<file path="config.mk">
export PLATFORM = sky130hd
export DESIGN_NAME = md_issue_ctrl_flat
export DESIGN_NICKNAME = d
export VERILOG_FILES = /design/src/rtl/md_issue_ctrl_if.sv /design/src/rtl/md_issue_ctrl.sv /design/src/flat_wrapper.sv
export SDC_FILE = /design/constraint.sdc
export NUM_CORES = 1
export LEC_CHECK = 0
export CAP_MARGIN = 10
export CORE_ASPECT_RATIO = 1.25
export CORE_MARGIN = 4
export CORE_UTILIZATION = 48
export CTS_CLUSTER_SIZE = 20
export DETAILED_ROUTE_END_ITERATION = 8
export PLACE_DENSITY = 0.86
export SLEW_MARGIN = 20
export SYNTH_ARGS = -nofsm -noshare
export SYNTH_HDL_FRONTEND = slang
export SYNTH_SLANG_ARGS = --single-unit
</file>
<file path="constraint.sdc">
create_clock -name clk -period 2.9 [get_ports clk]
set_input_delay 0.58 -clock clk [delete_from_list [all_inputs] [get_ports clk]]
set_output_delay 0.58 -clock clk [all_outputs]
set_load 0.02 [all_outputs]
</file>
<file path="src/rtl/md_issue_ctrl_if.sv">
// Handshake bundle between the MD issue arbiter, the MUL/DIV datapath,
// writeback and md_issue_ctrl. master = the sequencer, slave = its environment.
interface md_issue_ctrl_if #(
    parameter int TAG_WIDTH  = 6,
    parameter int ADDR_WIDTH = 4
);
    logic                  flush;
    logic                  iss_valid;
    logic [ADDR_WIDTH-1:0] iss_addr;
    logic                  iss_is_div;
    logic [TAG_WIDTH-1:0]  iss_tag;
    logic                  muti_finish;
    logic                  md_start;
    logic                  md_is_div;
    logic                  md_done;
    logic                  md_kill;
    logic                  wb_valid;
    logic [TAG_WIDTH-1:0]  wb_tag;
    logic                  wb_ready;
    logic                  iq_release;
    logic [ADDR_WIDTH-1:0] iq_rel_addr;

    modport master (
        input  flush, iss_valid, iss_addr, iss_is_div, iss_tag, md_done, wb_ready,
        output muti_finish, md_start, md_is_div, md_kill, wb_valid, wb_tag,
               iq_release, iq_rel_addr
    );

    modport slave (
        output flush, iss_valid, iss_addr, iss_is_div, iss_tag, md_done, wb_ready,
        input  muti_finish, md_start, md_is_div, md_kill, wb_valid, wb_tag,
               iq_release, iq_rel_addr
    );
endinterface

</file>
<file path="src/rtl/md_issue_ctrl.sv">
// md_issue_ctrl: sequencer for the shared multi-cycle MUL/DIV unit.
// Takes one granted MD issue-queue entry at a time, times its latency with a
// down-counter, presents the result to writeback and frees the queue slot.
// Optional build macro MD_BACK2BACK_EN: lets a new op be accepted in the same
// cycle the previous result is taken by writeback (zero-bubble issue).
//
// state  | meaning
// IDLE   | unit free, muti_finish=1, waiting for an arbiter grant
// BUSY   | op running in the datapath, counter decrementing
// WB     | result offered to writeback, held until wb_ready
module md_issue_ctrl #(
    parameter int MUL_LAT    = 3,
    parameter int DIV_LAT    = 34,
    parameter int TAG_WIDTH  = 6,
    parameter int ADDR_WIDTH = 4
) (
    input  logic           clk,
    input  logic           rst_n,
    md_issue_ctrl_if.master bus
);
    localparam int MAX_LAT = (MUL_LAT > DIV_LAT) ? MUL_LAT : DIV_LAT;
    localparam int CNT_W   = $clog2(MAX_LAT + 1);

    localparam logic [CNT_W-1:0] MUL_LOAD = CNT_W'(MUL_LAT - 1);
    localparam logic [CNT_W-1:0] DIV_LOAD = CNT_W'(DIV_LAT - 1);
    localparam logic [CNT_W-1:0] CNT_ONE  = CNT_W'(1);

    localparam logic [1:0] S_IDLE = 2'd0;
    localparam logic [1:0] S_BUSY = 2'd1;
    localparam logic [1:0] S_WB   = 2'd2;

    logic [1:0]            state;
    logic [CNT_W-1:0]      cnt;
    logic                  start_q;
    logic                  is_div_q;
    logic [TAG_WIDTH-1:0]  tag_q;
    logic [ADDR_WIDTH-1:0] addr_q;

    logic                  muti_finish;
    logic                  wb_take;
    logic                  accept;
    logic                  busy_end;
    logic [CNT_W-1:0]      cnt_load;

    // a flush in the same cycle blocks both the writeback handoff and a new grant
    assign wb_take  = (state == S_WB) && bus.wb_ready && !bus.flush;
`ifdef MD_BACK2BACK_EN
    assign muti_finish = (state == S_IDLE) || wb_take;
`else
    assign muti_finish = (state == S_IDLE);
`endif
    assign accept   = bus.iss_valid && muti_finish && !bus.flush;
    assign busy_end = (cnt == '0) || (bus.md_done && is_div_q);
    assign cnt_load = bus.iss_is_div ? DIV_LOAD : MUL_LOAD;

    assign bus.muti_finish = muti_finish;
    assign bus.md_start    = (state == S_BUSY) && start_q;
    assign bus.md_is_div   = (state == S_BUSY) && is_div_q;
    assign bus.md_kill     = (state == S_BUSY) && bus.flush;
    assign bus.wb_valid    = (state == S_WB);
    assign bus.wb_tag      = (state == S_WB) ? tag_q : '0;
    assign bus.iq_release  = wb_take;
    assign bus.iq_rel_addr = wb_take ? addr_q : '0;

    // state and latency counter; flush overrides every state
    always_ff @(posedge clk) begin
        if (!rst_n) begin
            state   <= S_IDLE;
            cnt     <= '0;
            start_q <= 1'b0;
        end else begin
            start_q <= accept;
            if (bus.flush) begin
                state <= S_IDLE;
                cnt   <= '0;
            end else begin
                case (state)
                    S_IDLE: begin
                        if (accept) begin
                            state <= S_BUSY;
                            cnt   <= cnt_load;
                        end
                    end
                    S_BUSY: begin
                        if (busy_end) begin
                            state <= S_WB;
                            cnt   <= '0;
                        end else begin
                            cnt <= cnt - CNT_ONE;
                        end
                    end
                    S_WB: begin
                        if (bus.wb_ready) begin
                            if (accept) begin
                                state <= S_BUSY;
                                cnt   <= cnt_load;
                            end else begin
                                state <= S_IDLE;
                            end
                        end
                    end
                    default: begin
                        state <= S_IDLE;
                        cnt   <= '0;
                    end
                endcase
            end
        end
    end

    // capture the granted op; held until the next accepted grant
    always_ff @(posedge clk) begin
        if (!rst_n) begin
            is_div_q <= 1'b0;
            tag_q    <= '0;
            addr_q   <= '0;
        end else if (accept) begin
            is_div_q <= bus.iss_is_div;
            tag_q    <= bus.iss_tag;
            addr_q   <= bus.iss_addr;
        end
    end

`ifndef SYNTHESIS
    // a grant while the unit cannot accept is dropped; flag it so arbiter bugs are visible
    always_ff @(posedge clk) begin
        if (rst_n) begin
            assert (!(bus.iss_valid && !muti_finish))
                else $warning("md_issue_ctrl: iss_valid while unit busy, grant ignored");
        end
    end
`endif
endmodule

</file>
<file path="src/flat_wrapper.sv">
// flat-port wrapper written by rule: the top's interface ports become plain ports
module md_issue_ctrl_flat 
#(
    parameter int MUL_LAT    = 3,
    parameter int DIV_LAT    = 34,
    parameter int TAG_WIDTH  = 6,
    parameter int ADDR_WIDTH = 4
)
  (clk, rst_n, bus_flush, bus_iss_valid, bus_iss_addr, bus_iss_is_div, bus_iss_tag, bus_md_done, bus_wb_ready, bus_muti_finish, bus_md_start, bus_md_is_div, bus_md_kill, bus_wb_valid, bus_wb_tag, bus_iq_release, bus_iq_rel_addr);
  md_issue_ctrl_if #(.TAG_WIDTH(TAG_WIDTH), .ADDR_WIDTH(ADDR_WIDTH)) bus_i ();
  input  logic clk;
  input  logic rst_n;
  input wire logic [$bits(bus_i.flush)-1:0] bus_flush;
  input wire logic [$bits(bus_i.iss_valid)-1:0] bus_iss_valid;
  input wire logic [$bits(bus_i.iss_addr)-1:0] bus_iss_addr;
  input wire logic [$bits(bus_i.iss_is_div)-1:0] bus_iss_is_div;
  input wire logic [$bits(bus_i.iss_tag)-1:0] bus_iss_tag;
  input wire logic [$bits(bus_i.md_done)-1:0] bus_md_done;
  input wire logic [$bits(bus_i.wb_ready)-1:0] bus_wb_ready;
  output wire logic [$bits(bus_i.muti_finish)-1:0] bus_muti_finish;
  output wire logic [$bits(bus_i.md_start)-1:0] bus_md_start;
  output wire logic [$bits(bus_i.md_is_div)-1:0] bus_md_is_div;
  output wire logic [$bits(bus_i.md_kill)-1:0] bus_md_kill;
  output wire logic [$bits(bus_i.wb_valid)-1:0] bus_wb_valid;
  output wire logic [$bits(bus_i.wb_tag)-1:0] bus_wb_tag;
  output wire logic [$bits(bus_i.iq_release)-1:0] bus_iq_release;
  output wire logic [$bits(bus_i.iq_rel_addr)-1:0] bus_iq_rel_addr;
  assign bus_i.flush = bus_flush;
  assign bus_i.iss_valid = bus_iss_valid;
  assign bus_i.iss_addr = bus_iss_addr;
  assign bus_i.iss_is_div = bus_iss_is_div;
  assign bus_i.iss_tag = bus_iss_tag;
  assign bus_i.md_done = bus_md_done;
  assign bus_i.wb_ready = bus_wb_ready;
  assign bus_muti_finish = bus_i.muti_finish;
  assign bus_md_start = bus_i.md_start;
  assign bus_md_is_div = bus_i.md_is_div;
  assign bus_md_kill = bus_i.md_kill;
  assign bus_wb_valid = bus_i.wb_valid;
  assign bus_wb_tag = bus_i.wb_tag;
  assign bus_iq_release = bus_i.iq_release;
  assign bus_iq_rel_addr = bus_i.iq_rel_addr;
  md_issue_ctrl #(.MUL_LAT(MUL_LAT), .DIV_LAT(DIV_LAT), .TAG_WIDTH(TAG_WIDTH), .ADDR_WIDTH(ADDR_WIDTH)) u_core (.clk(clk), .rst_n(rst_n), .bus(bus_i));
endmodule
</file>
# Word level (Yosys, flattened, before mapping)
# Index checks and enable logic that the tools add are counted.
# W data, S select, Z words.
[totals]
ff_bits = 20
input_bits = 17
output_inout_bits = 16
[op_classes]
n_addsub = 1
eq_ne = 5
n_mux = 12
n_bitwise = 1
reduce_logical = 14
[op_table]
columns = ["operator", "count"]
rows = [
  ["$mux W6", 5],
  ["$pmux W6 S3", 1],
  ["$logic_and A1 B1 Y1", 8],
  ["$logic_not A6 Y1", 1],
  ["$mux W2", 3],
  ["$pmux W2 S3", 1],
  ["$sub A6 B1 Y6 const B", 1],
  ["$mux W4", 1],
  ["$ne A2 B2 Y1 const B", 2],
  ["$reduce_and A3 Y1", 1],
  ["$eq A2 B1 Y1 const B", 1],
  ["$eq A2 B2 Y1 const B", 1],
  ["$logic_not A2 Y1", 1],
  ["$ne A2 B1 Y1 const B", 1],
  ["$reduce_or A2 Y1", 1],
  ["$logic_not A1 Y1", 1],
  ["$logic_or A1 B1 Y1", 1],
  ["$mux W1", 1],
  ["$not A1 Y1", 1],
]

# Longest topological paths before layout
# Gate-level depths: netlist of run 1.
[logic_depth]
ltp_word = 6
depth_mapped = 6
mapped_depth_nobuf = 6

# Worst setup path before layout of run 1
# Ideal clock, no wire load.
[synth_timing]
path_kind = "reg2out"
from = "reg u_core.state[0]"
to = "out bus_iq_rel_addr[0]"
t_arrival_ns = 1.517
required_time_ns = 2.320
setup_slack_ns = 0.803
path_stages_with_launch = 6
path_buffers = 2
path_cell_list = "dfxtp_1 buf_2 nor2b_1 clkbuf_1 and3b_1 and2_1"
[synth_via]
elab_chain_len = 4
[synth_rtl]
columns = ["element", "line", "source"]
rows = [
  ["start: declaration", "md_issue_ctrl.sv:32", "logic [1:0] state;"],
  ["start signal: assignment", "md_issue_ctrl.sv:68", "state <= S_IDLE;"],
  ["start signal: assignment", "md_issue_ctrl.sv:74", "state <= S_IDLE;"],
  ["start signal: assignment", "md_issue_ctrl.sv:80", "state <= S_BUSY;"],
  ["$eq A2 B2 Y1", "n/a", ""],
  ["via bus_wb_valid", "flat_wrapper.sv:24", "output wire logic [$bits(bus_i.wb_valid)-1:0] bus_wb_valid;"],
  ["$logic_and A1 B1 Y1 (2 in a row)", "md_issue_ctrl.sv:46", "assign wb_take = (state == S_WB) && bus.wb_ready && !bus.flush;"],
  ["via bus_iq_release", "flat_wrapper.sv:26", "output wire logic [$bits(bus_i.iq_release)-1:0] bus_iq_release;"],
  ["$mux W4", "md_issue_ctrl.sv:63", "assign bus.iq_rel_addr = wb_take ? addr_q : '0;"],
  ["end: declaration", "flat_wrapper.sv:27", "output wire logic [$bits(bus_i.iq_rel_addr)-1:0] bus_iq_rel_addr;"],
]
# The timed path passes the listed nets, and every way through them passes these cells.

# Worst setup path after layout of run 1
[layout_timing]
from = "reg u_core.state[1]"
to = "out bus_iq_rel_addr[0]"
[layout_via]
elab_chain_len = 4
[layout_rtl]
columns = ["element", "line"]
rows = [
  ["$eq A2 B2 Y1", "md_issue_ctrl.sv:46"],
  ["$logic_and A1 B1 Y1 (2 in a row)", "md_issue_ctrl.sv:46"],
  ["$mux W4", "md_issue_ctrl.sv:63"],
]
# No other way between the ends.

==> results of run 1 <==
[worst max-delay path by stage]
| stage | end | slack (ps) | cells after the start |
|---|---|---|---|
| 2_1_floorplan | bus_iq_rel_addr[0] | 800 | 5 |
| 3_3_place_gp | bus_iq_rel_addr[2] | 310 | 4 |
| 3_5_place_dp | bus_iq_rel_addr[0] | 270 | 4 |
| 4_1_cts | bus_iq_rel_addr[0] | 250 | 5 |
| 5_1_grt | bus_iq_rel_addr[1] | 130 | 5 |
| 6_report | bus_iq_rel_addr[0] | 280 | 5 |
[metal layers]
layer | track usage (%) | up-vias | share of wire (%)
li1 | - | 483 | -
met5 | 0 | - | 0
met3 | 4.74 | 2 | 6.6
met1 | 17.0 | 446 | 44
met4 | 8.30 | 0 | 0.85
met2 | 28.9 | 22 | 48
[cell type report]
cell class / count / share of cell area, %
Clock buffer: 4 / 2.58
Inverter: 2 / 0.534
Multi-Input combinational cell: 95 / 42.7
Sequential cell: 20 / 28.5
Tap cell: 20 / 1.78
Timing Repair Buffer: 34 / 23.9
[power by group]
| group | internal (W) | total (W) | switching [W] |
|---|---|---|---|
| Combinational | 0.0000409 | 0.0000733 | 0.0000324 |
| Clock | 0.0000765 | 0.000161 | 0.0000843 |
| Sequential | 0.000284 | 0.000290 | 0.00000595 |
| Total | 0.000402 | 0.000524 | 0.000123 |
[cells by family (layout without fill, tap and decap cells)]
| group | Yosys count | after routing | share of synthesized area (%) |
|---|---|---|---|
| DFF | 20 | 20 | 38.4 |
| xor gates and xnor gates | 1 | 1 | 0.839 |
| adders and majority gates | 2 | 2 | 2.40 |
| buffers and inverters | 8 | 40 | 4.08 |
| AOI/OAI and AO/OA | 27 | 27 | 20.3 |
| and+or+nand+nor | 65 | 65 | 34.1 |
[registers in the layout (all words and copies together) (netlist names)]
register	cells
u_core.state	2
u_core.start_q	1
u_core.is_div_q	1
u_core.addr_q	4
u_core.tag_q	6
u_core.cnt	6
[through the flow]
stage | hold WS (ps) | instances | area, um2 | setup slack, ps | util, %
global route | 479 | 175 | 1410 | 128 | 69.3
detailed placement | 441 | 171 | 1370 | 266 | 67.5
floorplan | 430 | 123 | 1040 | 803 | -
global placement | 439 | 171 | 1370 | 314 | 67.5
CTS | 456 | 175 | 1410 | 254 | 69.3
finish | 458 | 175 | 1410 | 284 | 69.3
[cells in the mapped netlist, drive strengths merged (2+ instances only)]
cell / instances / area [um2]
a211oi: 2 / 20.0
nor2: 9 / 36.3
nand2b: 4 / 32.5
and2: 15 / 93.8
a21boi: 12 / 90.1
ha: 2 / 25.0
buf: 3 / 23.8
nand2: 23 / 86.3
nand3: 2 / 10.0
clkbuf: 3 / 11.3
a31oi: 2 / 12.5
nor2b: 4 / 25.0
a21oi: 2 / 10.0
inv: 2 / 7.51
dfxtp: 20 / 400
nor3: 2 / 15.0
[critical path: stages (launching register included)]
cell and delay, ps:
dfxtp_1 450, nor2b_1 160, buf_4 150, and3b_1 230, and2_1 140, clkdlybuf4s50_1 600
==> reports/summary.json, run 1 <==
{
  "setup_total_negative_slack": {"value": 0, "unit": "ps"},
  "die_width": {"value": 49.7, "unit": "um"},
  "required_time_at_the_worst_slack_endpoint": {"value": 2320, "unit": "ps"},
  "cellLeakagePower": {"value": 0.534, "unit": "nW"},
  "peak_supply_drop": {"value": 228, "unit": "uV"},
  "timing.final.crit_share": {"value": 90.2, "unit": "%"},
  "n_antenna_cell": {"value": 0},
  "dominantRegCellSynth": {"value": "dfxtp_1"},
  "finish.net_count": {"value": 175},
  "yosysWarnings": {"value": 0},
  "cts_inserted_buffers": {"value": 3},
  "initialDrtViolationCount": {"value": 13},
  "cells_after_synth": {"value": 123},
  "worst-path-max-fanout": {"value": 9},
  "yosysUniqueCellTypes": {"value": 39},
  "fmax": {"value": 0.382, "unit": "GHz"},
  "hold_violations": {"value": 0},
  "sequential_cell_area": {"value": 400, "unit": "um2"},
  "min-delay-start": {"value": "u_core.addr_q[3]"},
  "hpwl": {"value": 1.74, "unit": "mm"},
  "synth.net_count": {"value": 142},
  "timing.final.max_slew_violations": {"value": 0},
  "global_placement_routability_congestion": {"value": 0.845},
  "path_class": {"value": "flip-flop to primary output"},
  "gr-usage-all-layers": {"value": 16.1, "unit": "%"},
  "via_count": {"value": 953},
  "timing.reg2reg.setup_slack": {"value": 1170, "unit": "ps"},
  "synth-edff-count": {"value": 0},
  "first_global_vias": {"value": 900},
  "die_area": {"value": 2990, "unit": "um2"},
  "post-route-drc-count": {"value": 0},
  "timing.rr.end": {"value": "u_core.cnt[2]"},
  "mostFrequentLayoutCells": {"value": "clkdlybuf4s50_1, nand2_1, dfxtp_1"},
  "post_route_clock_skew": {"value": 8.96, "unit": "ps"},
  "htree_num_levels": {"value": 1},
  "min_period": {"value": 2620, "unit": "ps"},
  "postCtsSetupBuffers": {"value": 0},
  "synth.cell_area": {"value": 1040, "unit": "um2"},
  "floorplan.die.height": {"value": 60.1, "unit": "um"},
  "ys_ff_latch": {"value": 20},
  "slew_headroom": {"value": 66.6, "unit": "%"},
  "drive_gt1_share": {"value": 7.10, "unit": "%"},
  "ctsRootBufferMaster": {"value": "clkbuf_4"},
  "synth_sequential_area_ratio": {"value": 38.4, "unit": "%"},
  "clock_tree.buffer_depth": {"value": 2},
  "clk_latency": {"value": 300, "unit": "ps"},
  "setup-violations-final": {"value": 0},
  "initial_core_util": {"value": 51.5, "unit": "%"},
  "multi_input_area": {"value": 601, "unit": "um2"},
  "leading_cell_type_in_the_layout_fill_and_taps_excluded": {"value": "clkdlybuf4s50_1"},
  "nature_of_the_critical_path_endpoint": {"value": "primary output"},
  "buffer_ports.inserted": {"value": 32},
  "grt_antenna_before_repair": {"value": 0},
  "core": {"value": 2030, "unit": "um2"},
  "critical_path.reg2reg.startpoint": {"value": "u_core.cnt[0]"},
  "totalPowerFinal": {"value": 0.000524, "unit": "W"},
  "post_cts_resize_count": {"value": 0},
  "std_cell_rows": {"value": 18},
  "routed_wl": {"value": 2.25, "unit": "mm"},
  "setup.worst_path.start": {"value": "u_core.state[1]"},
  "top_level_ports": {"value": 33},
  "tritoncts": {"value": "yes"},
  "synth_area_per_cell": {"value": 8.48, "unit": "um2"},
  "drt-pass1-iter-count": {"value": 4},
  "routed_via_density": {"value": 5.45},
  "detail_route.wl_per_cell": {"value": 12.8, "unit": "um"},
  "worst_ep_arrival_time": {"value": 2040, "unit": "ps"},
  "p_per_area": {"value": 373, "unit": "nW/um2"},
  "hold_path_depth": {"value": 2},
  "area.growth.synth_to_final": {"value": 34.7, "unit": "%"},
  "worst_setup_path_start_kind": {"value": "flip-flop"},
  "hold_buffer_count_at_cts": {"value": 0},
  "grt_pass1_wl": {"value": 3.65, "unit": "mm"},
  "grt_setup_unrepaired": {"value": "false"},
  "status": {"value": "finished clean"},
  "rr_worst_depth": {"value": 6},
  "sinks_on_clock_net": {"value": 20},
  "cts.reportedPaths.clkPinSlew": {"value": 120, "unit": "ps"},
  "hold_path.class": {"value": "flip-flop to flip-flop"},
  "maxCapViolCount": {"value": 0},
  "max_slew.worst_pin.slew": {"value": 494, "unit": "ps"},
  "postRouteAntennaNets": {"value": 0},
  "synth-async-reset-ratio": {"value": 0, "unit": "%"},
  "grt.overflow.total": {"value": 0},
  "largest_net_degree_at_the_start_of_global_routing": {"value": 14},
  "fillers": {"value": 168},
  "hold_path_end": {"value": "u_core.addr_q[3]"}
}
Power figures use the tool's default switching activity.
==> run 2, diff against run 1 <==
- CORE_UTILIZATION: 48 -> 35
- PLACE_DENSITY: 0.86 -> 0.67
==> reports/summary.json, run 2 (synthesized netlist as in run 1, its figures left out) <==
{
  "min-delay-start": {"value": "u_core.tag_q[2]", "change": "was u_core.addr_q[3]"},
  "globalRouteMet2Util": {"value": 22.1, "unit": "%", "change": "was 28.9%"},
  "top_level_ports": {"value": 33, "change": "unchanged"},
  "post-route-drc-count": {"value": 0, "change": "unchanged"},
  "buffer_ports.inserted": {"value": 32, "change": "unchanged"},
  "worst_ep_arrival_time": {"value": 2080, "unit": "ps", "change": "was 2040 ps"},
  "min_period": {"value": 2660, "unit": "ps", "change": "was 2620 ps"},
  "finalCoreUtilization": {"value": 51.1, "unit": "%", "change": "was 69.3%"},
  "seq_power_share": {"value": 58.9, "unit": "%", "change": "was 55.3%"},
  "hold_violations": {"value": 0, "change": "unchanged"},
  "p_per_area": {"value": 350, "unit": "nW/um2", "change": "was 373 nW/um2"},
  "hold_path_end": {"value": "u_core.tag_q[2]", "change": "was u_core.addr_q[3]"},
  "setup_total_negative_slack": {"value": 0, "unit": "ps", "change": "unchanged"},
  "totalPowerFinal": {"value": 0.000493, "unit": "W", "change": "was 0.000524 W"},
  "die_area": {"value": 3920, "unit": "um2", "change": "was 2990 um2"},
  "ctsRootBufferMaster": {"value": "clkbuf_4", "change": "unchanged"},
  "cp_slowest_cell": {"value": "clkdlybuf4s50_1", "change": "unchanged"},
  "post_cts_resize_count": {"value": 0, "change": "unchanged"},
  "nature_of_the_critical_path_endpoint": {"value": "primary output", "change": "unchanged"},
  "postCtsSetupBuffers": {"value": 0, "change": "unchanged"},
  "timing.reg2reg.setup_slack": {"value": 1180, "unit": "ps", "change": "was 1170 ps"},
  "fillers": {"value": 280, "change": "was 168"},
  "grt_pass1_wl": {"value": 4.17, "unit": "mm", "change": "was 3.65 mm"},
  "met3_usage": {"value": 3.17, "unit": "%", "change": "was 4.74%"},
  "grt_antenna_before_repair": {"value": 0, "change": "unchanged"},
  "cellLeakagePower": {"value": 0.527, "unit": "nW", "change": "was 0.534 nW"},
  "initial_core_util": {"value": 37.8, "unit": "%", "change": "was 51.5%"},
  "timing.final.crit_share": {"value": 91.6, "unit": "%", "change": "was 90.2%"},
  "power_switching_share": {"value": 24.3, "unit": "%", "change": "was 23.4%"},
  "setup-violations-final": {"value": 0, "change": "unchanged"},
  "rr_worst_depth": {"value": 6, "change": "unchanged"},
  "required_time_at_the_worst_slack_endpoint": {"value": 2320, "unit": "ps", "change": "about the same"},
  "maxCapViolCount": {"value": 0, "change": "unchanged"},
  "sequential_cell_area": {"value": 400, "unit": "um2", "change": "unchanged"},
  "setup.worst_path.start": {"value": "bus_flush", "change": "was u_core.state[1]"},
  "hold_path.class": {"value": "flip-flop to flip-flop", "change": "unchanged"},
  "hold_path_depth": {"value": 2, "change": "unchanged"},
  "largest_net_degree_at_the_start_of_global_routing": {"value": 14, "change": "unchanged"},
  "placedCellCount": {"value": 185, "change": "was 171"},
  "critical_path.reg2reg.startpoint": {"value": "u_core.cnt[0]", "change": "unchanged"},
  "hold_buffer_count_at_cts": {"value": 0, "change": "unchanged"},
  "stdcell_count": {"value": 188, "change": "was 175"},
  "cts_inserted_buffers": {"value": 3, "change": "unchanged"},
  "hpwl": {"value": 1.84, "unit": "mm", "change": "was 1.74 mm"},
  "std_cell_rows": {"value": 21, "change": "was 18"},
  "htree_num_levels": {"value": 1, "change": "unchanged"},
  "top_regs": {"value": "u_core.cnt (6), u_core.tag_q (6), u_core.addr_q (4)", "change": "unchanged"},
  "fmax": {"value": 0.376, "unit": "GHz", "change": "was 0.382 GHz"},
  "postRouteAntennaNets": {"value": 0, "change": "unchanged"},
  "critical-path-max-stage-delay": {"value": 600, "unit": "ps", "change": "about the same"},
  "sinks_on_clock_net": {"value": 20, "change": "unchanged"},
  "multi_input_area": {"value": 601, "unit": "um2", "change": "unchanged"},
  "cts.reportedPaths.clkPinSlew": {"value": 110, "unit": "ps", "change": "was 120 ps"},
  "power.share.clock": {"value": 26.2, "unit": "%", "change": "was 30.7%"},
  "tritoncts": {"value": "yes", "change": "unchanged"},
  "worst-path-max-fanout": {"value": 5, "change": "was 9"},
  "routed_wl": {"value": 2.43, "unit": "mm", "change": "was 2.25 mm"},
  "core": {"value": 2760, "unit": "um2", "change": "was 2030 um2"},
  "clk_latency": {"value": 290, "unit": "ps", "change": "was 300 ps"},
  "timing.final.max_slew_violations": {"value": 0, "change": "unchanged"},
  "grt_most_used_layer": {"value": "met2", "change": "unchanged"},
  "slew_headroom": {"value": 67.4, "unit": "%", "change": "was 66.6%"},
  "die_width": {"value": 56.8, "unit": "um", "change": "was 49.7 um"},
  "worst_setup_path_start_kind": {"value": "input port", "change": "was flip-flop"},
  "area.growth.synth_to_final": {"value": 35.0, "unit": "%", "change": "was 34.7%"},
  "combinationalPowerShare": {"value": 14.9, "unit": "%", "change": "was 14.0%"},
  "critical_path.n_buffers_inverters": {"value": 2, "change": "unchanged"},
  "critPathTopFamily": {"value": "buffers and inverters", "change": "unchanged"},
  "initialDrtViolationCount": {"value": 14, "change": "was 13"},
  "status": {"value": "finished clean", "change": "unchanged"},
  "floorplan.die.height": {"value": 69.0, "unit": "um", "change": "was 60.1 um"},
  "drt-pass1-iter-count": {"value": 4, "change": "unchanged"},
  "met1_use_gr": {"value": 15.2, "unit": "%", "change": "was 17.0%"},
  "leading_cell_type_in_the_layout_fill_and_taps_excluded": {"value": "clkdlybuf4s50_1", "change": "unchanged"},
  "cp_common_cell": {"value": "clkdlybuf4s50_1"},
  "peak_supply_drop": {"value": 216, "unit": "uV", "change": "was 228 uV"},
  "mostFrequentLayoutCells": {"value": "clkdlybuf4s50_1, nand2_1, dfxtp_1", "change": "unchanged"},
  "timing.rr.end": {"value": "u_core.cnt[2]", "change": "unchanged"},
  "clock_tree.buffer_depth": {"value": 2, "change": "unchanged"},
  "max_slew.worst_pin.slew": {"value": 482, "unit": "ps", "change": "was 494 ps"},
  "first_global_vias": {"value": 980, "change": "was 900"},
  "power.switching": {"value": 0.000119, "unit": "W", "change": "was 0.000123 W"},
  "cellInternalPower": {"value": 0.000373, "unit": "W", "change": "was 0.000402 W"},
  "grt.overflow.total": {"value": 0, "change": "unchanged"},
  "path_class": {"value": "input port to primary output", "change": "was flip-flop to primary output"},
  "detail_route.wl_per_cell": {"value": 12.9, "unit": "um", "change": "was 12.8 um"},
  "n_antenna_cell": {"value": 0, "change": "unchanged"},
  "gr-usage-all-layers": {"value": 12.8, "unit": "%", "change": "was 16.1%"},
  "grt_setup_unrepaired": {"value": "false", "change": "unchanged"},
  "path_cells": {"value": "clkdlybuf4s50_1 -> and3b_1 -> and2_1 -> clkdlybuf4s50_1", "change": "was nor2b_1 -> buf_4 -> and3b_1 -> and2_1 -> clkdlybuf4s50_1"},
  "post_route_clock_skew": {"value": 4.11, "unit": "ps", "change": "was 8.96 ps"},
  "finish.net_count": {"value": 175, "change": "unchanged"},
  "routed_via_density": {"value": 5.04, "change": "was 5.45"},
  "global_placement_routability_congestion": {"value": 0.788, "change": "was 0.845"},
  "via_count": {"value": 948, "change": "was 953"},
  "drive_gt1_share": {"value": 6.49, "unit": "%", "change": "was 7.10%"}
}
run 2: cell count changes in the layout (fill, tap and decap cells not counted), sizes merged:
cell    delta
clkbuf     -1
run 2: power groups by stage:
| stage | sequential (W) | combinational (W) | clock, W |
|---|---|---|---|
| after floorplan | 0.000294 | 0.0000431 | 0 |
| after global placement | 0.000296 | 0.0000730 | 0 |
| after detailed placement | 0.000296 | 0.0000740 | 0 |
| after CTS | 0.000290 | 0.0000743 | 0.000134 |
| after global routing | 0.000292 | 0.0000811 | 0.000145 |
| final | 0.000290 | 0.0000734 | 0.000129 |
run 2: layer usage:
metal	vias up	wire length (um)
met5	-	0
met4	0	16
met3	2	162
met2	27	1150
met1	433	1100
li1	486	-
run 2: worst reg2reg max path, delay by kind of cell, from the launching register on:
family,cells,cell delay [ps]
compound gates,2,600
flops,1,390
simple gates,2,390
fa+ha+maj,1,200
buf+inv,1,100
run 2: cell type report:
class / count / share of cell area, %
inverters: 2 / 0.533
well taps: 34 / 3.02
repair buffers: 34 / 23.8
clock buffers: 3 / 1.60
multi-input cells: 95 / 42.6
flip-flops and latches: 20 / 28.4
run 2: worst max path at each step:
stage                               to  slack (ps)  cells after the start
detailed placement  bus_iq_rel_addr[0]         230                      4
global route        bus_iq_rel_addr[0]         180                      4
finish              bus_iq_rel_addr[1]         240                      4
CTS                 bus_iq_rel_addr[0]         230                      4
global placement    bus_iq_rel_addr[2]         290                      4
floorplan           bus_iq_rel_addr[0]         800                      5
run 2: metrics by stage:
| step | hold slack (ps) | area, um2 | setup slack, ps |
|---|---|---|---|
| finish | 460 | 1410 | 244 |
| global route | 477 | 1410 | 177 |
| CTS | 458 | 1410 | 228 |
| detailed placement | 444 | 1390 | 231 |
| global placement | 438 | 1390 | 294 |
| floorplan | 430 | 1040 | 803 |
